File: src/rtl/video_spi_rx_pkg.sv
// Shared types and constants for the serial video link receiver.
package video_spi_rx_pkg;

  localparam int unsigned VIDEO_W     = 12;
  localparam int unsigned FRAME_CNT_W = 16;

  typedef enum logic [1:0] {
    WAIT_IDLE = 2'd0,
    IDLE      = 2'd1,
    RECV      = 2'd2
  } rx_state_e;

  // Increment that sticks at all-ones instead of wrapping.
  function automatic logic [FRAME_CNT_W-1:0] sat_inc(input logic [FRAME_CNT_W-1:0] v);
    return (&v) ? v : v + FRAME_CNT_W'(1);
  endfunction

endpackage

File: src/rtl/video_rx_fifo.sv
// First-word-fall-through FIFO; a push into a full FIFO is accepted only
// when a pop happens in the same cycle.
module video_rx_fifo #(
  parameter int unsigned DATA_W = 12,
  parameter int unsigned DEPTH  = 16
) (
  input  logic              clk,
  input  logic              rst,
  input  logic [DATA_W-1:0] wr_data,
  input  logic              wr_req,
  output logic              full,
  output logic [DATA_W-1:0] rd_data,
  input  logic              rd_req,
  output logic              empty
);

  localparam int unsigned AW = $clog2(DEPTH);

  logic [DATA_W-1:0] mem_q [DEPTH];
  logic [AW-1:0]     wr_ptr_q, wr_ptr_d;
  logic [AW-1:0]     rd_ptr_q, rd_ptr_d;
  logic [AW:0]       count_q, count_d;
  logic              wr_en, rd_en;

  assign full    = (count_q == (AW+1)'(DEPTH));
  assign empty   = (count_q == '0);
  assign rd_data = mem_q[rd_ptr_q];
  assign rd_en   = rd_req && !empty;
  assign wr_en   = wr_req && (!full || rd_en);

  always_comb begin
    wr_ptr_d = wr_ptr_q + AW'(wr_en);
    rd_ptr_d = rd_ptr_q + AW'(rd_en);
    count_d  = count_q + (AW+1)'(wr_en) - (AW+1)'(rd_en);
  end

  always_ff @(posedge clk or posedge rst) begin
    if (rst) begin
      wr_ptr_q <= '0;
      rd_ptr_q <= '0;
      count_q  <= '0;
    end else begin
      wr_ptr_q <= wr_ptr_d;
      rd_ptr_q <= rd_ptr_d;
      count_q  <= count_d;
    end
  end

  always_ff @(posedge clk) begin
    if (wr_en) mem_q[wr_ptr_q] <= wr_data;
  end

endmodule

File: src/rtl/video_spi_rx.sv
// Serial video link receiver: synchronizes slv/sckv/sdatav, deserializes
// MSB-first words and buffers them onto a valid/ready stream.
module video_spi_rx import video_spi_rx_pkg::*; #(
  parameter int unsigned DATA_W      = VIDEO_W,
  parameter int unsigned FIFO_DEPTH  = 16,
  parameter int unsigned SYNC_STAGES = 2,
  parameter bit          CPOL        = 1'b0
) (
  input  logic              clk,
  input  logic              rst,
  input  logic              slv,
  input  logic              sckv,
  input  logic              sdatav,
  output logic [DATA_W-1:0] out_data,
  output logic              out_valid,
  input  logic              out_ready,
  output logic              frame_err,
  output logic              overflow,
  output logic [15:0]       frame_words,
  output logic              busy
);

  localparam int unsigned CNT_W = $clog2(DATA_W);

  rx_state_e                state_q, state_d;
  logic [SYNC_STAGES-1:0]   slv_sync_q, slv_sync_d;
  logic [SYNC_STAGES-1:0]   sck_sync_q, sck_sync_d;
  logic [SYNC_STAGES-1:0]   sd_sync_q, sd_sync_d;
  logic                     sck_prev_q, sck_prev_d;
  logic [CNT_W-1:0]         bit_cnt_q, bit_cnt_d;
  logic [DATA_W-1:0]        shift_q, shift_d;
  logic                     push_q, push_d;
  logic [FRAME_CNT_W-1:0]   word_cnt_q, word_cnt_d;
  logic [FRAME_CNT_W-1:0]   frame_words_q, frame_words_d;
  logic                     frame_err_q, frame_err_d;
  logic                     overflow_q, overflow_d;
  logic                     busy_q, busy_d;

  logic              slv_s, sck_s, sd_s, sample_edge;
  logic              fifo_full, fifo_empty, pop;
  logic [DATA_W-1:0] fifo_rd_data;

  assign slv_s       = slv_sync_q[SYNC_STAGES-1];
  assign sck_s       = sck_sync_q[SYNC_STAGES-1];
  assign sd_s        = sd_sync_q[SYNC_STAGES-1];
  assign sample_edge = CPOL ? (sck_prev_q & ~sck_s) : (sck_s & ~sck_prev_q);

  assign out_valid   = ~fifo_empty;
  assign out_data    = out_valid ? fifo_rd_data : '0;
  assign pop         = out_valid & out_ready;
  assign frame_err   = frame_err_q;
  assign overflow    = overflow_q;
  assign frame_words = frame_words_q;
  assign busy        = busy_q;

  always_comb begin
    state_d       = state_q;
    bit_cnt_d     = bit_cnt_q;
    shift_d       = shift_q;
    push_d        = 1'b0;
    word_cnt_d    = word_cnt_q;
    frame_words_d = frame_words_q;
    frame_err_d   = 1'b0;
    slv_sync_d    = {slv_sync_q[SYNC_STAGES-2:0], slv};
    sck_sync_d    = {sck_sync_q[SYNC_STAGES-2:0], sckv};
    sd_sync_d     = {sd_sync_q[SYNC_STAGES-2:0], sdatav};
    sck_prev_d    = sck_s;
    overflow_d    = push_q & fifo_full & ~pop;

    unique case (state_q)
      // Never lock onto a frame already in flight when reset released.
      WAIT_IDLE: if (slv_s) state_d = IDLE;
      IDLE: begin
        if (!slv_s) begin
          state_d    = RECV;
          bit_cnt_d  = '0;
          word_cnt_d = '0;
        end
      end
      RECV: begin
        // End of frame wins over a coincident sample edge.
        if (slv_s) begin
          frame_err_d   = (bit_cnt_q != '0);
          frame_words_d = word_cnt_q;
          bit_cnt_d     = '0;
          state_d       = IDLE;
        end else if (sample_edge) begin
          shift_d = {shift_q[DATA_W-2:0], sd_s};
          if (bit_cnt_q == CNT_W'(DATA_W - 1)) begin
            bit_cnt_d  = '0;
            push_d     = 1'b1;
            word_cnt_d = sat_inc(word_cnt_q);
          end else begin
            bit_cnt_d = bit_cnt_q + CNT_W'(1);
          end
        end
      end
      default: state_d = WAIT_IDLE;
    endcase

    busy_d = (state_d == RECV);
  end

  always_ff @(posedge clk or posedge rst) begin
    if (rst) begin
      state_q       <= WAIT_IDLE;
      slv_sync_q    <= '0;
      sck_sync_q    <= {SYNC_STAGES{CPOL}};
      sd_sync_q     <= '0;
      sck_prev_q    <= CPOL;
      bit_cnt_q     <= '0;
      shift_q       <= '0;
      push_q        <= 1'b0;
      word_cnt_q    <= '0;
      frame_words_q <= '0;
      frame_err_q   <= 1'b0;
      overflow_q    <= 1'b0;
      busy_q        <= 1'b0;
    end else begin
      state_q       <= state_d;
      slv_sync_q    <= slv_sync_d;
      sck_sync_q    <= sck_sync_d;
      sd_sync_q     <= sd_sync_d;
      sck_prev_q    <= sck_prev_d;
      bit_cnt_q     <= bit_cnt_d;
      shift_q       <= shift_d;
      push_q        <= push_d;
      word_cnt_q    <= word_cnt_d;
      frame_words_q <= frame_words_d;
      frame_err_q   <= frame_err_d;
      overflow_q    <= overflow_d;
      busy_q        <= busy_d;
    end
  end

  // shift_q holds the finished word through the push cycle since sckv <= clk/4.
  video_rx_fifo #(
    .DATA_W (DATA_W),
    .DEPTH  (FIFO_DEPTH)
  ) u_fifo (
    .clk     (clk),
    .rst     (rst),
    .wr_data (shift_q),
    .wr_req  (push_q),
    .full    (fifo_full),
    .rd_data (fifo_rd_data),
    .rd_req  (pop),
    .empty   (fifo_empty)
  );

endmodule

File: config.mk
export PLATFORM = sky130hd
export DESIGN_NAME = video_spi_rx
export DESIGN_NICKNAME = d
export VERILOG_FILES = /design/src/rtl/video_spi_rx_pkg.sv /design/src/rtl/video_rx_fifo.sv /design/src/rtl/video_spi_rx.sv
export SDC_FILE = /design/constraint.sdc
export NUM_CORES = 1
export LEC_CHECK = 0
export BUFFER_PORTS_ARGS = -buffer_cell sky130_fd_sc_hd__buf_2
export CAP_MARGIN = 0
export CELL_PAD_IN_SITES_DETAIL_PLACEMENT = 1
export CELL_PAD_IN_SITES_GLOBAL_PLACEMENT = 2
export CORE_MARGIN = 4
export CORE_UTILIZATION = 35
export CTS_CLUSTER_SIZE = 25
export DETAILED_ROUTE_END_ITERATION = 8
export MAX_ROUTING_LAYER = met4
export PLACE_DENSITY = 0.7
export SETUP_SLACK_MARGIN = 0.5
export SLEW_MARGIN = 15
export SYNTH_ARGS = -nofsm -noshare
export SYNTH_HDL_FRONTEND = slang
export SYNTH_SLANG_ARGS = --single-unit
File: constraint.sdc
create_clock -name clk -period 3.07 [get_ports clk]
set_input_delay 0.307 -clock clk [delete_from_list [all_inputs] [get_ports clk]]
set_output_delay 0.307 -clock clk [all_outputs]
set_load 0.01 [all_outputs]
Word-level counts from Yosys, hierarchy flattened
Memories as Yosys holds them, arrays and structs flattened.
Index checks and enable logic that the tools add are counted.
- add/sub/neg operators: 6
- bitwise logic cells: 8
- muxes and demuxes: 23
- order comparisons: 0
- shift operators: 0
- $mul: 0
- reductions and logical operators: 15
- equal/unequal tests: 11
- div/mod/pow operators: 0
- operator list (cell ; count):
    2-to-1 mux 16 bit ; 5
    case mux 16 bit (2 select lines) ; 1
    adder 16 x 1 -> 16 bit, second input constant ; 1
    2-to-1 mux 4 bit ; 4
    AND reduction 16 bit ; 1
    2-to-1 mux 12 bit ; 1
    inequality test 2 bit, second input constant ; 5
    adder 4 x 1 -> 4 bit ; 2
    2-to-1 mux 1 bit ; 8
    case mux 4 bit (2 select lines) ; 1
    AND reduction 3 bit ; 2
    AND reduction 6 bit ; 1
    adder 5 x 1 -> 5 bit ; 1
    equality test 5 bit, second input constant ; 1
    zero test 5 bit ; 1
    subtractor 5 x 1 -> 5 bit ; 1
    adder 4 x 1 -> 4 bit, second input constant ; 1
    bitwise AND 1 bit ; 4
    equality test 2 bit, second input constant ; 2
    equality test 4 bit, second input constant ; 1
    2-to-1 mux 2 bit ; 2
    NOT 1 bit ; 4
    case mux 2 bit (2 select lines) ; 1
    nonzero test 4 bit ; 1
    other kinds (9) ; 11
- memory bits (writable): 192
- memories: 1
- output and inout port bits: 32
- bits of input ports: 6
- bits in registers: 74
- bits in latches: 0
- memory bits (read-only): 0
- memory list (memory ; depth ; bits a word ; rd ports ; clocked after Yosys merged registers in ; wr ports ; line ; RTL):
    u_fifo.mem_q ; 16 ; 12 ; 1 ; 0 ; 1 ; video_rx_fifo.sv:19 ; logic [DATA_W-1:0] mem_q [DEPTH];

Depth between registers and ports, before layout
Gate-level depths: netlist of the first run.
- word-level depth: 8
- mapped depth: 14

By module
From an unflattened synthesis of the first run, not the netlist that was laid out.
- cells, all modules: 618
- area total of the unflattened synthesis: 10714.0 um2
- modules (own cells, without submodules) (module ; instances ; cells each ; area an instance (um2)):
    video_rx_fifo ; 1 ; 376 ; 7958.9
    video_spi_rx ; 1 ; 242 ; 2755.1

Worst setup path after synthesis of the first run
No wires, ideal clock.
- path type: register -> register
- from: reg u_fifo.count_q[2]
- to: mem u_fifo.mem_q[0][0] (enable)
- path slack: 0.280 ns
- clock period less this slack: 2.790 ns
- arrival time: 2.394 ns
- cell stages (with the launch flop): 9
- buffers on the path: 1
- cells stage by stage: dfrtp_1 inv_1 ha_1 nor3b_1 nand3b_1 and2_1 buf_2 or3b_2 nor3_1
- word-level cells in the longest chain between the ends: 8
- elaborated cells on any way between the ends: 11
- those cells by class: eq/ne: 1; mux: 2; bitwise: 2; reduce/logical: 6
- RTL lines (element ; line ; RTL):
    start: declaration ; video_rx_fifo.sv:22 ; logic [AW:0] count_q, count_d;
    start signal: assignment ; video_rx_fifo.sv:45 ; count_q <= count_d;
    zero test 5 bit ; video_rx_fifo.sv:26 ; assign empty = (count_q == '0);
    NOT 1 bit ; video_spi_rx.sv:48 ; assign out_valid = ~fifo_empty;
    bitwise AND 1 bit ; video_spi_rx.sv:50 ; assign pop = out_valid & out_ready;
    logical AND 1 bit ; video_rx_fifo.sv:28 ; assign rd_en = rd_req && !empty;
    logical OR 1 bit * ; video_rx_fifo.sv:29 ; assign wr_en = wr_req && (!full || rd_en);
    logical AND 1 bit * ; video_rx_fifo.sv:29 ;
    2-to-1 mux 1 bit * ; video_rx_fifo.sv:50 ; if (wr_en) mem_q[wr_ptr_q] <= wr_data;
    2-to-1 mux 1 bit (implied by the code) * ; video_rx_fifo.sv:50 ;
    end: declaration ; video_rx_fifo.sv:19 ;
Mark *: on every way between the ends. The rest lies on a longest branch, timed or not.

Worst setup path in the final report of the first run
- from: reg u_fifo.rd_ptr_q[0]
- to: out out_data[9]
- word-level cells in the longest chain between the ends: 2
- RTL lines (element ; line ; RTL):
    start: declaration ; video_rx_fifo.sv:21 ; logic [AW-1:0] rd_ptr_q, rd_ptr_d;
    start signal: assignment ; video_rx_fifo.sv:44 ; rd_ptr_q <= rd_ptr_d;
    memory read (16 x 12 bit) ; - ;
    2-to-1 mux 12 bit ; video_spi_rx.sv:49 ; assign out_data = out_valid ? fifo_rd_data : '0;
    end: declaration ; video_spi_rx.sv:14 ; output logic [DATA_W-1:0] out_data,
No other way between the ends.

==> results of run 1 <==
[state kept, by name, summed over array words and instances, names as in the netlist, 4 cells and up]
| name | cells |
|---|---|
| bit_cnt_q | 4 |
| frame_words | 16 |
| shift_q | 12 |
| u_fifo.count_q | 5 |
| u_fifo.mem_q | 192 |
| u_fifo.rd_ptr_q | 4 |
| u_fifo.wr_ptr_q | 4 |
| word_cnt_q | 16 |
[worst min path at each step]
| stage | end | startpoint | slack, ns |
|---|---|---|---|
| after floorplan | sck_sync_q[1]$_DFF_PP0_ | sck_sync_q[0]$_DFF_PP0_ | 0.33 |
| after global placement | sd_sync_q[1]$_DFF_PP0_ | sd_sync_q[0]$_DFF_PP0_ | 0.34 |
| after detailed placement | sck_sync_q[1]$_DFF_PP0_ | sck_sync_q[0]$_DFF_PP0_ | 0.34 |
| after CTS | u_fifo.rd_ptr_q[0]$_DFF_PP0_ | out_ready | 0.08 |
| after global routing | u_fifo.rd_ptr_q[0]$_DFF_PP0_ | out_ready | 0.12 |
| final | u_fifo.rd_ptr_q[0]$_DFF_PP0_ | out_ready | 0.10 |
[placed cells by master (no fill, tap or decap), drive strengths merged, types with 3 or more instances in the layout]
cell type,Yosys,final
a21oi,9,9
nor3,6,6
nand2b,7,7
xor2,3,3
o311ai,7,7
edfxtp,192,192
buf,15,74
o21ai,21,21
inv,16,15
nor2,25,25
clkbuf,10,38
a31oi,3,3
and2,4,4
nand2,21,21
mux2,27,27
clkinv,0,11
nand3,21,21
o22ai,13,13
and3,4,4
dlygate4sd3,0,4
mux2i,24,24
ha,11,11
xnor2,6,6
mux4,48,48
dfrtp,74,74
nand3b,4,4
[per-stage QoR]
stage               util [%]  cell area, um^2  hold WS [ns]  power [mW]  cells
global placement        38.4            11400         0.337        5.83   1025
detailed placement      38.4            11400         0.344        5.88   1025
global route            42.7            12700         0.118        10.1   1090
finish                  42.7            12700         0.105        9.62   1090
floorplan                  -            10600         0.331        5.36    596
CTS                     42.6            12700        0.0787        9.68   1089
[power by group through the flow]
| stage | clock network, mW | registers, mW | logic, mW |
|---|---|---|---|
| after global routing | 3.55 | 4.14 | 2.38 |
| after floorplan | 0 | 4.10 | 1.26 |
| after detailed placement | 0 | 4.17 | 1.71 |
| final | 3.28 | 4.13 | 2.21 |
| after global placement | 0 | 4.15 | 1.67 |
| after CTS | 3.38 | 4.12 | 2.19 |
[synth_stat cells (11+ instances only)]
| library cell | n |
|---|---|
| sky130_fd_sc_hd__mux4_2 | 48 |
| sky130_fd_sc_hd__mux2i_1 | 24 |
| sky130_fd_sc_hd__mux2_2 | 25 |
| sky130_fd_sc_hd__dfrtp_1 | 74 |
| sky130_fd_sc_hd__nand2_1 | 21 |
| sky130_fd_sc_hd__edfxtp_1 | 192 |
| sky130_fd_sc_hd__nor2_1 | 25 |
| sky130_fd_sc_hd__buf_2 | 13 |
| sky130_fd_sc_hd__inv_1 | 16 |
| sky130_fd_sc_hd__nand3_1 | 21 |
| sky130_fd_sc_hd__o22ai_1 | 12 |
| sky130_fd_sc_hd__ha_1 | 11 |
| sky130_fd_sc_hd__o21ai_0 | 14 |
[per-layer routing]
metal	share of wire [%]	track usage, %	vias up
li1	-	-	2512
met1	43	20.4	2939
met2	49	24.8	121
met3	5.2	2.39	29
met4	2.0	3.18	0
met5	0	-	-
[cell type report]
| cell class | count | area (um^2) |
|---|---|---|
| inverter | 16 | 61.3 |
| clock inverter | 13 | 123 |
| timing repair buffer | 78 | 684 |
| fill | 2911 | 17100 |
| sequential | 266 | 7620 |
| multi-input combinational | 289 | 2980 |
| tap | 390 | 488 |
| clock buffer | 38 | 779 |
[cells by family after synthesis]
family / count (synthesis) / synth area share (%)
flops: 266 / 71.7
simple gates: 107 / 5.25
mux: 99 / 15.3
compound gates: 62 / 3.85
buf+inv: 41 / 1.64
fa+ha+maj: 12 / 1.48
xor+xnor: 9 / 0.742
[what timing repair did]
action                                  CTS  global route
gates cloned                              6             0
endpoints found under the hold margin    43             0
endpoints found under the setup margin   12            25
setup buffers                             3             1
hold buffers                              4             0
pin swaps                                 3             3
resized for setup                        26            11
[worst max-delay path, cell delays in order, from the launching register on]
cell and delay (ns):
sky130_fd_sc_hd__dfrtp_2 0.47, sky130_fd_sc_hd__buf_12 0.18, sky130_fd_sc_hd__mux4_2 0.52, sky130_fd_sc_hd__mux2i_1 0.32
sky130_fd_sc_hd__o22ai_1 0.15, sky130_fd_sc_hd__buf_2 0.16
==> results.txt, run 1 <==
----------------------------------------------------
[Setup path]
  Class of the most critical setup path ... reg -> out
  Kind of end point of the critical path ... output port
  Origin of the worst setup path ... u_fifo.rd_ptr_q[0]$_DFF_PP0_
  Depth of the worst register-to-register path ... 8
  Critical path arrival ... around 2.3 ns
  Worst endpoint required time ... around 2.8 ns
  Maximum net fanout on the critical path ... 9
  Register-to-Register Setup Slack ... 0.63 ns
  Endpoint of the most critical setup path ... out_data[9]
  Worst Setup Start Kind ... flop
  Critical R2R Capture ... u_fifo.mem_q[12][3]$_DFFE_PP_
  Worst R2R Start ... u_fifo.count_q[2]$_DFF_PP0_

[Detailed routing]
  Count of routing violations after the opening detailed-route iteration ... between 300 and 400
  Average wire per cell in the routed design ... 22.3 um
  Total Wirelength ... about 24000 um
  Vias post-DR ... between 5k and 6k
  Per-cell via count in the routed design ... approximately 5.1
  First drt pass iteration count ... 4
  Number of remaining DRC errors ... 0
  Number of nets with antenna violations after routing ... 0

[Synth]
  Top flip-flop cell by instance count after synthesis ... sky130_fd_sc_hd__edfxtp_1
  Leading area contributor after synthesis ... sky130_fd_sc_hd__edfxtp_1
  Average size of a mapped cell ... approximately 18 um^2
  Async set-reset flop share out of synthesis ... 27.8%
  Yosys warning total ... 0
  Number of enable flip-flop cells after synthesis ... approximately 190
  Distinct cell type count after synthesis ... 52
  Number of synthesized register bits ... 266
  Share of Yosys cell area claimed by the top area cell type ... between 50% and 60%
  Register area share after synthesis ... just over 70%
  Post-Syn Instances ... about 600
  Synthesized area ... about 0.011 mm^2
  Syn Nets ... 614
  Most area-consuming cells after synthesis ... sky130_fd_sc_hd__edfxtp_1 (54%), sky130_fd_sc_hd__dfrtp_1 (17%), sky130_fd_sc_hd__mux4_2 (10%), sky130_fd_sc_hd__mux2_2 (2.7%), sky130_fd_sc_hd__mux2i_1 (2.3%)

[Floorplan]
  Overall die area ... around 0.033 mm^2
  Vertical die dimension ... 182 um
  Initial Utilization ... between 30% and 40%
  Number of cell rows ... 63
  Placeable core region ... about 0.030 mm^2
  Chip width ... 182 um
  I/O pin cnt ... 38

[STA]
  Worst-margin pin slew ... around 0.74 ns
  Total count of hold-check failures in the final report ... 0
  Sum of negative setup slack ... 0 ns
  Clock period minus final worst setup slack ... roughly 2.6 ns
  Worst slew margin relative to its limit ... 50.8%
  Period Utilization, post-route ... around 86%
  Worst setup skew after layout ... around 0.014 ns
  Setup repair after global routing missed its margin ... yes
  Worst path setup slack after routing ... around 0.42 ns
  Maximum achievable frequency ... 378 MHz
  Pins Over Slew Limit ... 0
  Setup-failing EPs final ... 0

[Pwr]
  Switching power share of the total ... 26.8%
  Logic gate share of total power ... between 20% and 30%
  Power dissipated by switching net loads ... 2.57 mW
  Worst IR drop on VDD ... 0.000374 V
  Sequential share of power ... roughly 43%
  Power density of the placed cells ... 755 mW/mm^2
  Internal ... slightly above 7 mW
  Static power due to leakage ... about 4.7 nW
  Clock share of power ... around 34%

[Clock tree]
  Clock-pin slew on the worst setup and hold paths ... ~0.06 ns
  TritonCTS Sinks ... ~270
  Number of buffers on the longest clock path ... 3
  Clock tree from TritonCTS ... built
  Number of levels the H-tree was split into ... 1
  Clk root buf ... sky130_fd_sc_hd__clkbuf_16
  Clock buffers created by TritonCTS ... 28
  Latest clock arrival within the worst-skew pair ... approximately 0.54 ns

[Job]
  MaxCap Viol Count ... 0

[Hold path]
  Worst hold path type ... in -> reg
  Number of cells traversed by the worst hold path ... 3

[Global route]
  Remaining Overflow, GRT ... 0
  Antenna violations before repair ... 0
  Vias in the first global route ... between 6k and 7k
  Pin count of the biggest net entering global routing ... a little under 50
  Wire length of the first global-routing pass ... ~38000 um
  Tot GR Track Use ... between 10% and 20%

[Cells and area]
  Area growth, synth to finish ... 19.9%
  Ant. Diodes ... 0
  Share of final-layout standard cells stronger than drive strength 1 ... 31.4%
  Fin nets ... around 700

[Placed design]
  Count of port buffers added during placement ... 37
  Dpl ws ... 0.557 ns
  Detailed-placement wirelength estimate ... ~15000 um
  Routability Congestion ... approximately 0.8

[Outcome]
  Outcome ... finished clean

----------------------------------------------------
No activity file was read; power rests on OpenSTA's default activity.
==> run 2: changes to the inputs <==
--- a/config.mk
+++ b/config.mk
@@ -15,6 +15,7 @@
 export DETAILED_ROUTE_END_ITERATION = 8
 export MAX_ROUTING_LAYER = met4
 export PLACE_DENSITY = 0.7
+export RECOVER_POWER = 100
 export SETUP_SLACK_MARGIN = 0.5
 export SLEW_MARGIN = 15
 export SYNTH_ARGS = -nofsm -noshare
==> run 2 against run 1 <==
Final cell count stayed put. The flow now finishes with violations (max-capacitance violations, max-slew violations). Utilization is 0.54 points lower. Largest cell class unchanged. Combinational power hardly changed.
==> results.txt, run 2 (same netlist as run 1, synthesis figures left out) <==
----------------------------------------------------
[Outcome]
  Outcome ... finished, violations left
  Failing checks ... max-capacitance violations, max-slew violations

[Cells and area]
  Area growth, synth to finish ... 18.4%
  Post-layout utilization of the core ... between 40 and 50%
  Most common cell after layout, fill and taps aside ... sky130_fd_sc_hd__edfxtp_1
  Flip-flop and latch area ... between 0.007 and 0.008 mm^2
  Largest register FFs ... ~190
  Number of cells in the finished layout apart from fillers ... around 1.1k
  Fin nets ... between 600 and 700
  Register ranked first by flip-flop count ... u_fifo.mem_q
  Share of final-layout standard cells stronger than drive strength 1 ... roughly a quarter
  Ant. Diodes ... 0
  Most used cells in the layout excluding fill and tap cells ... sky130_fd_sc_hd__edfxtp_1 (192), sky130_fd_sc_hd__dfrtp_1 (72), sky130_fd_sc_hd__mux4_2 (48)
  Design area ... 0.0126 mm^2
  Total of fill cells in the finished design ... just under 3k
  Area of the multi-input gates ... a little under 0.003 mm^2

[Pwr]
  Worst IR drop on VDD ... approximately 0.00038 V
  Power density of the placed cells ... 761 mW/mm^2
  Total power of the final layout ... roughly 9.6 mW
  Static power due to leakage ... roughly 4.5 nW

[STA]
  Worst path setup slack after routing ... approximately 0.37 ns
  Period Utilization, post-route ... between 80% and 90%
  Sum of negative setup slack ... 0 ns
  Setup repair after global routing missed its margin ... yes
  Maximum achievable frequency ... approximately 370 MHz
  Pins Over Slew Limit ... 43
  Total count of hold-check failures in the final report ... 0
  Setup-failing EPs final ... 0
  Worst hold margin ... roughly 0.096 ns
  Clock period minus final worst setup slack ... between 2 and 3 ns
  Worst setup skew after layout ... 0.0166 ns
  Worst-margin pin slew ... between 1.5 and 2 ns
  Worst slew margin relative to its limit ... -20.7%

[Setup path]
  Crit path cell chain ... inv_1 -> ha_1 -> nor3b_1 -> nand3b_1 -> and2_0 -> or3b_2 -> nor3_2 -> clkbuf_2
  Biggest cell delay along the critical path ... between 0.5 and 0.6 ns
  Class of the most critical setup path ... reg -> reg
  Origin of the worst setup path ... u_fifo.count_q[2]$_DFF_PP0_
  Maximum net fanout on the critical path ... 12
  Kind of end point of the critical path ... flop
  Critical R2R Capture ... u_fifo.mem_q[0][2]$_DFFE_PP_
  Worst endpoint required time ... 3.25 ns
  Register-to-Register Setup Slack ... 0.37 ns
  Worst R2R Start ... u_fifo.count_q[2]$_DFF_PP0_
  Critical-path top delay cell ... sky130_fd_sc_hd__or3b_2
  Depth of the worst register-to-register path ... 8
  Critical path arrival ... 2.88 ns
  Worst Setup Start Kind ... flop

[Detailed routing]
  Vias post-DR ... roughly 5.6k
  Total Wirelength ... 24200 um
  Number of nets with antenna violations after routing ... 0
  First drt pass iteration count ... 4
  Number of remaining DRC errors ... 0
  Count of routing violations after the opening detailed-route iteration ... roughly 360
  Per-cell via count in the routed design ... around 5
  Average wire per cell in the routed design ... roughly 22 um

[Placed design]
  Dpl ws ... around 0.56 ns
  Detailed-placement wirelength estimate ... about 15000 um
  Routability Congestion ... 0.790
  Count of port buffers added during placement ... 37
  Number of placed cells counting well taps ... 1025
  Area post-placement ... around 0.011 mm^2

[Clock tree]
  TritonCTS Sinks ... roughly 270
  Number of buffers on the longest clock path ... 3
  Latest clock arrival within the worst-skew pair ... ~0.54 ns
  Clk root buf ... sky130_fd_sc_hd__clkbuf_16
  Clock-pin slew on the worst setup and hold paths ... 0.06 ns
  Number of levels the H-tree was split into ... 1
  Clock tree from TritonCTS ... built
  Clock buffers created by TritonCTS ... 28

[Job]
  MaxCap Viol Count ... 1

[Hold path]
  Worst Hold Launch ... out_ready
  Worst hold path type ... in -> reg
  Number of cells traversed by the worst hold path ... 3
  Terminating pin of the worst hold path ... u_fifo.rd_ptr_q[0]$_DFF_PP0_

[Global route]
  GR Util met2 ... between 20% and 30%
  Pin count of the biggest net entering global routing ... 49
  Vias in the first global route ... just over 6k
  Most Crowded Layer GR ... met2
  Tot GR Track Use ... 15.2%
  Antenna violations before repair ... 0
  Global routing met1 resource utilization ... around a fifth
  Remaining Overflow, GRT ... 0
  Met3 global-route usage ... about 2.4%
  Wire length of the first global-routing pass ... around 38000 um

[Floorplan]
  Overall die area ... around 0.033 mm^2
  Initial Utilization ... around 36%
  Chip width ... between 150 and 200 um
  Vertical die dimension ... 182 um
  Number of cell rows ... 63
  I/O pin cnt ... 38
  Placeable core region ... 0.0298 mm^2

----------------------------------------------------
[run 2: cell count changes in the layout (fill, tap and decap cells not counted), moves of 2 or more]
cell,change
sky130_fd_sc_hd__nor3_2,-3
sky130_fd_sc_hd__o21ai_1,-2
sky130_fd_sc_hd__o311ai_0,+2
sky130_fd_sc_hd__nand4_1,+2
sky130_fd_sc_hd__clkbuf_1,+38
sky130_fd_sc_hd__buf_4,-22
sky130_fd_sc_hd__nand4_2,-2
sky130_fd_sc_hd__o21ai_0,+3
sky130_fd_sc_hd__clkbuf_2,+15
sky130_fd_sc_hd__buf_2,-30
sky130_fd_sc_hd__nor3_1,+3
sky130_fd_sc_hd__o311ai_1,-2
[run 2: critical path: cells and delay by family, from the launching register on]
family / cells / cell delay, ns
AND/OR/NAND/NOR: 5 / 1.27
flip-flops: 1 / 0.38
buffers and inverters: 2 / 0.49
adder cells (fa/ha/maj): 1 / 0.19
[run 2: cell type report]
| class | count | area share, % |
|---|---|---|
| sequential | 266 | 60.6 |
| multi-input combinational | 289 | 23.3 |
| clock buffer | 38 | 6.20 |
| timing repair buffer | 78 | 4.58 |
| tap | 390 | 3.88 |
| clock inverter | 13 | 0.975 |
| inverter | 16 | 0.488 |
[run 2: metal layers]
layer / vias to the layer above / routed length (um)
met4: 0 / 488
met1: 2914 / 10600
met2: 122 / 11800
met5: - / 0
met3: 31 / 1390
li1: 2511 / -
[run 2: repair_timing]
action	in CTS	in global routing
pin swaps	3	3
hold buffers	4	0
hold endpoints to repair	43	0
setup endpoints to repair	12	25
cloned	6	0
setup buffers	3	1
resized for setup	26	11
[run 2: where the power goes]
group	internal [mW]	switching, mW
clock network	1.94	1.34
logic	1.11	1.07
registers	3.96	0.154
total	7.01	2.56
[run 2: worst max-delay path by stage]
stage,to,slack (ns),cells past startpoint
global placement,u_fifo.mem_q[4][9]$_DFFE_PP_,0.77,8
detailed placement,u_fifo.count_q[4]$_DFF_PP0_,0.56,14
global route,u_fifo.count_q[4]$_DFF_PP0_,0.16,14
finish,u_fifo.mem_q[0][2]$_DFFE_PP_,0.37,8
floorplan,u_fifo.mem_q[12][0]$_DFFE_PP_,0.60,8
CTS,out_data[7],0.40,6
==> run 3: changes to the inputs <==
--- a/config.mk
+++ b/config.mk
@@ -14,7 +14,7 @@
 export CTS_CLUSTER_SIZE = 25
 export DETAILED_ROUTE_END_ITERATION = 8
 export MAX_ROUTING_LAYER = met4
-export PLACE_DENSITY = 0.7
+export PLACE_DENSITY_LB_ADDON = 0.05
 export RECOVER_POWER = 100
 export SETUP_SLACK_MARGIN = 0.5
 export SLEW_MARGIN = 15
==> run 3 against run 2 <==
The flow now finishes without violations. Clock skew shrank 0.0043 ns. Via count grew 1.1%. First-iteration DRC count is 25% lower. Utilization is 0.51 points higher. Clock power increased by 6.1%. Global-route usage up 0.85 points. Sequential power is 1% higher.
==> results.txt, run 3 (same netlist as run 1, synthesis figures left out) <==
----------------------------------------------------
[Cells and area]
  Design area ... 0.0127 mm^2
  Fin nets ... ~700
  Share of final-layout standard cells stronger than drive strength 1 ... 26.8%
  Register ranked first by flip-flop count ... u_fifo.mem_q
  Most common cell after layout, fill and taps aside ... sky130_fd_sc_hd__edfxtp_1
  Area growth, synth to finish ... 19.9%
  Ant. Diodes ... 0
  Largest register FFs ... around 190
  Post-layout utilization of the core ... between 40% and 50%
  Most used cells in the layout excluding fill and tap cells ... sky130_fd_sc_hd__edfxtp_1 (192), sky130_fd_sc_hd__dfrtp_1 (72), sky130_fd_sc_hd__mux4_2 (48)

[Global route]
  Vias in the first global route ... about 6.3k
  Tot GR Track Use ... approximately 16%
  Pin count of the biggest net entering global routing ... 75
  Antenna violations before repair ... 0
  Remaining Overflow, GRT ... 0
  Wire length of the first global-routing pass ... about 39000 um

[Detailed routing]
  Number of remaining DRC errors ... 0
  Average wire per cell in the routed design ... 23.2 um
  Count of routing violations after the opening detailed-route iteration ... 268
  Number of nets with antenna violations after routing ... 0
  Total Wirelength ... 25500 um
  Vias post-DR ... approximately 5.6k
  Per-cell via count in the routed design ... 5.13
  First drt pass iteration count ... 4

[STA]
  Worst hold margin ... ~0.15 ns
  Sum of negative setup slack ... 0 ns
  Maximum achievable frequency ... between 300 and 400 MHz
  Worst setup skew after layout ... approximately 0.012 ns
  Worst slew margin relative to its limit ... 33.3%
  Setup-failing EPs final ... 0
  Setup repair after global routing missed its margin ... yes
  Total count of hold-check failures in the final report ... 0
  Period Utilization, post-route ... roughly nine tenths
  Clock period minus final worst setup slack ... about 2.7 ns
  Worst-margin pin slew ... around 1.0 ns
  Pins Over Slew Limit ... 0

[Floorplan]
  I/O pin cnt ... 38
  Vertical die dimension ... 182 um
  Number of cell rows ... 63
  Chip width ... between 150 and 200 um
  Overall die area ... between 0.03 and 0.04 mm^2
  Placeable core region ... ~0.03 mm^2
  Initial Utilization ... 35.6%

[Setup path]
  Register-to-Register Setup Slack ... about 0.33 ns
  Kind of end point of the critical path ... flop
  Critical R2R Capture ... u_fifo.mem_q[0][2]$_DFFE_PP_
  Critical path arrival ... between 2 and 3 ns
  Biggest cell delay along the critical path ... ~0.54 ns
  Worst R2R Start ... u_fifo.count_q[2]$_DFF_PP0_
  Class of the most critical setup path ... reg -> reg
  Critical-path top delay cell ... sky130_fd_sc_hd__or3b_2
  Maximum net fanout on the critical path ... 12
  Crit path cell chain ... inv_1 -> ha_1 -> nor3b_1 -> nand3b_1 -> and2_0 -> or3b_2 -> nor3_1 -> clkbuf_2
  Worst Setup Start Kind ... flop
  Worst endpoint required time ... between 3 and 4 ns
  Depth of the worst register-to-register path ... 8

[Placed design]
  Count of port buffers added during placement ... 37
  Routability Congestion ... approximately 0.78
  Detailed-placement wirelength estimate ... about 16000 um
  Area post-placement ... between 0.01 and 0.015 mm^2

[Clock tree]
  TritonCTS Sinks ... roughly 270
  Clock buffers created by TritonCTS ... 30
  Clock tree from TritonCTS ... built
  Number of buffers on the longest clock path ... 3
  Clock-pin slew on the worst setup and hold paths ... about 0.060 ns
  Clk root buf ... sky130_fd_sc_hd__clkbuf_16
  Number of levels the H-tree was split into ... 1
  Latest clock arrival within the worst-skew pair ... 0.55 ns

[Pwr]
  Worst IR drop on VDD ... ~0.0004 V
  Logic gate share of total power ... between 20 and 25%
  Total power of the final layout ... roughly 9.9 mW
  Switching power share of the total ... a little over a quarter
  Static power due to leakage ... 4.60 nW
  Sequential share of power ... 42.1%
  Internal ... about 7.3 mW
  Power dissipated by switching net loads ... about 2.6 mW
  Power density of the placed cells ... between 700 and 800 mW/mm^2
  Clock share of power ... 35.2%

[Hold path]
  Worst hold path type ... in -> reg
  Terminating pin of the worst hold path ... u_fifo.rd_ptr_q[0]$_DFF_PP0_
  Worst Hold Launch ... out_ready
  Number of cells traversed by the worst hold path ... 3

[Outcome]
  Outcome ... finished clean

[Job]
  MaxCap Viol Count ... 0

----------------------------------------------------
[run 3: what timing repair did]
action / 4_1_cts / 5_1_grt
pin swaps: 6 / 4
gates resized for setup: 33 / 5
setup endpoints to repair: 12 / 24
setup buffers: 10 / 0
hold buffers: 4 / 0
endpoints found under the hold margin: 77 / 0
cloned: 4 / 0
[run 3: worst max path at each step]
stage | cells after the start | from | to
6_report | 8 | u_fifo.count_q[2]$_DFF_PP0_ | u_fifo.mem_q[0][2]$_DFFE_PP_
5_1_grt | 8 | u_fifo.count_q[2]$_DFF_PP0_ | u_fifo.mem_q[0][9]$_DFFE_PP_
4_1_cts | 7 | u_fifo.rd_ptr_q[0]$_DFF_PP0_ | out_data[2]
3_5_place_dp | 14 | u_fifo.count_q[2]$_DFF_PP0_ | u_fifo.count_q[4]$_DFF_PP0_
3_3_place_gp | 14 | u_fifo.count_q[2]$_DFF_PP0_ | u_fifo.count_q[4]$_DFF_PP0_
2_1_floorplan | 8 | u_fifo.count_q[2]$_DFF_PP0_ | u_fifo.mem_q[12][0]$_DFFE_PP_
[run 3: power by group through the flow]
stage | clock network, mW | registers, mW | logic [mW]
4_1_cts | 3.62 | 4.17 | 2.33
6_report | 3.48 | 4.17 | 2.25
3_5_place_dp | 0 | 4.27 | 1.75
2_1_floorplan | 0 | 4.10 | 1.26
3_3_place_gp | 0 | 4.25 | 1.72
5_1_grt | 3.77 | 4.18 | 2.42
[run 3: per-layer routing]
layer  GRT usage [%]  vias up  wire (um)
met3            2.21       42        787
met5               -        -          0
met2            27.5       82      13100
met1            20.3     2982      11100
li1                -     2535          -
met4            3.90        0        551
[run 3: stage by stage]
stage / setup slack [ns] / cells
after detailed placement: 0.584 / 1025
after floorplan: 0.599 / 596
after global routing: 0.151 / 1099
final: 0.329 / 1099
after CTS: 0.348 / 1099
after global placement: 0.648 / 1025
[run 3: area by class of cell]
type                            instances  area, um^2
Clock buffer                           42         858
Clock inverter                         14         118
Multi-Input combinational cell        289        2910
Timing Repair Buffer                   82         666
Tap cell                              390         488
Sequential cell                       266        7620
Inverter                               16        61.3
Fill cell                            2903       17100
[run 3: worst max-delay path: cells and delay by family, from the launching register on]
kind,cells,cell delay (ns)
AND/OR/NAND/NOR,5,1.34
flip-flops,1,0.36
adder cells (fa/ha/maj),1,0.19
buffers and inverters,2,0.49
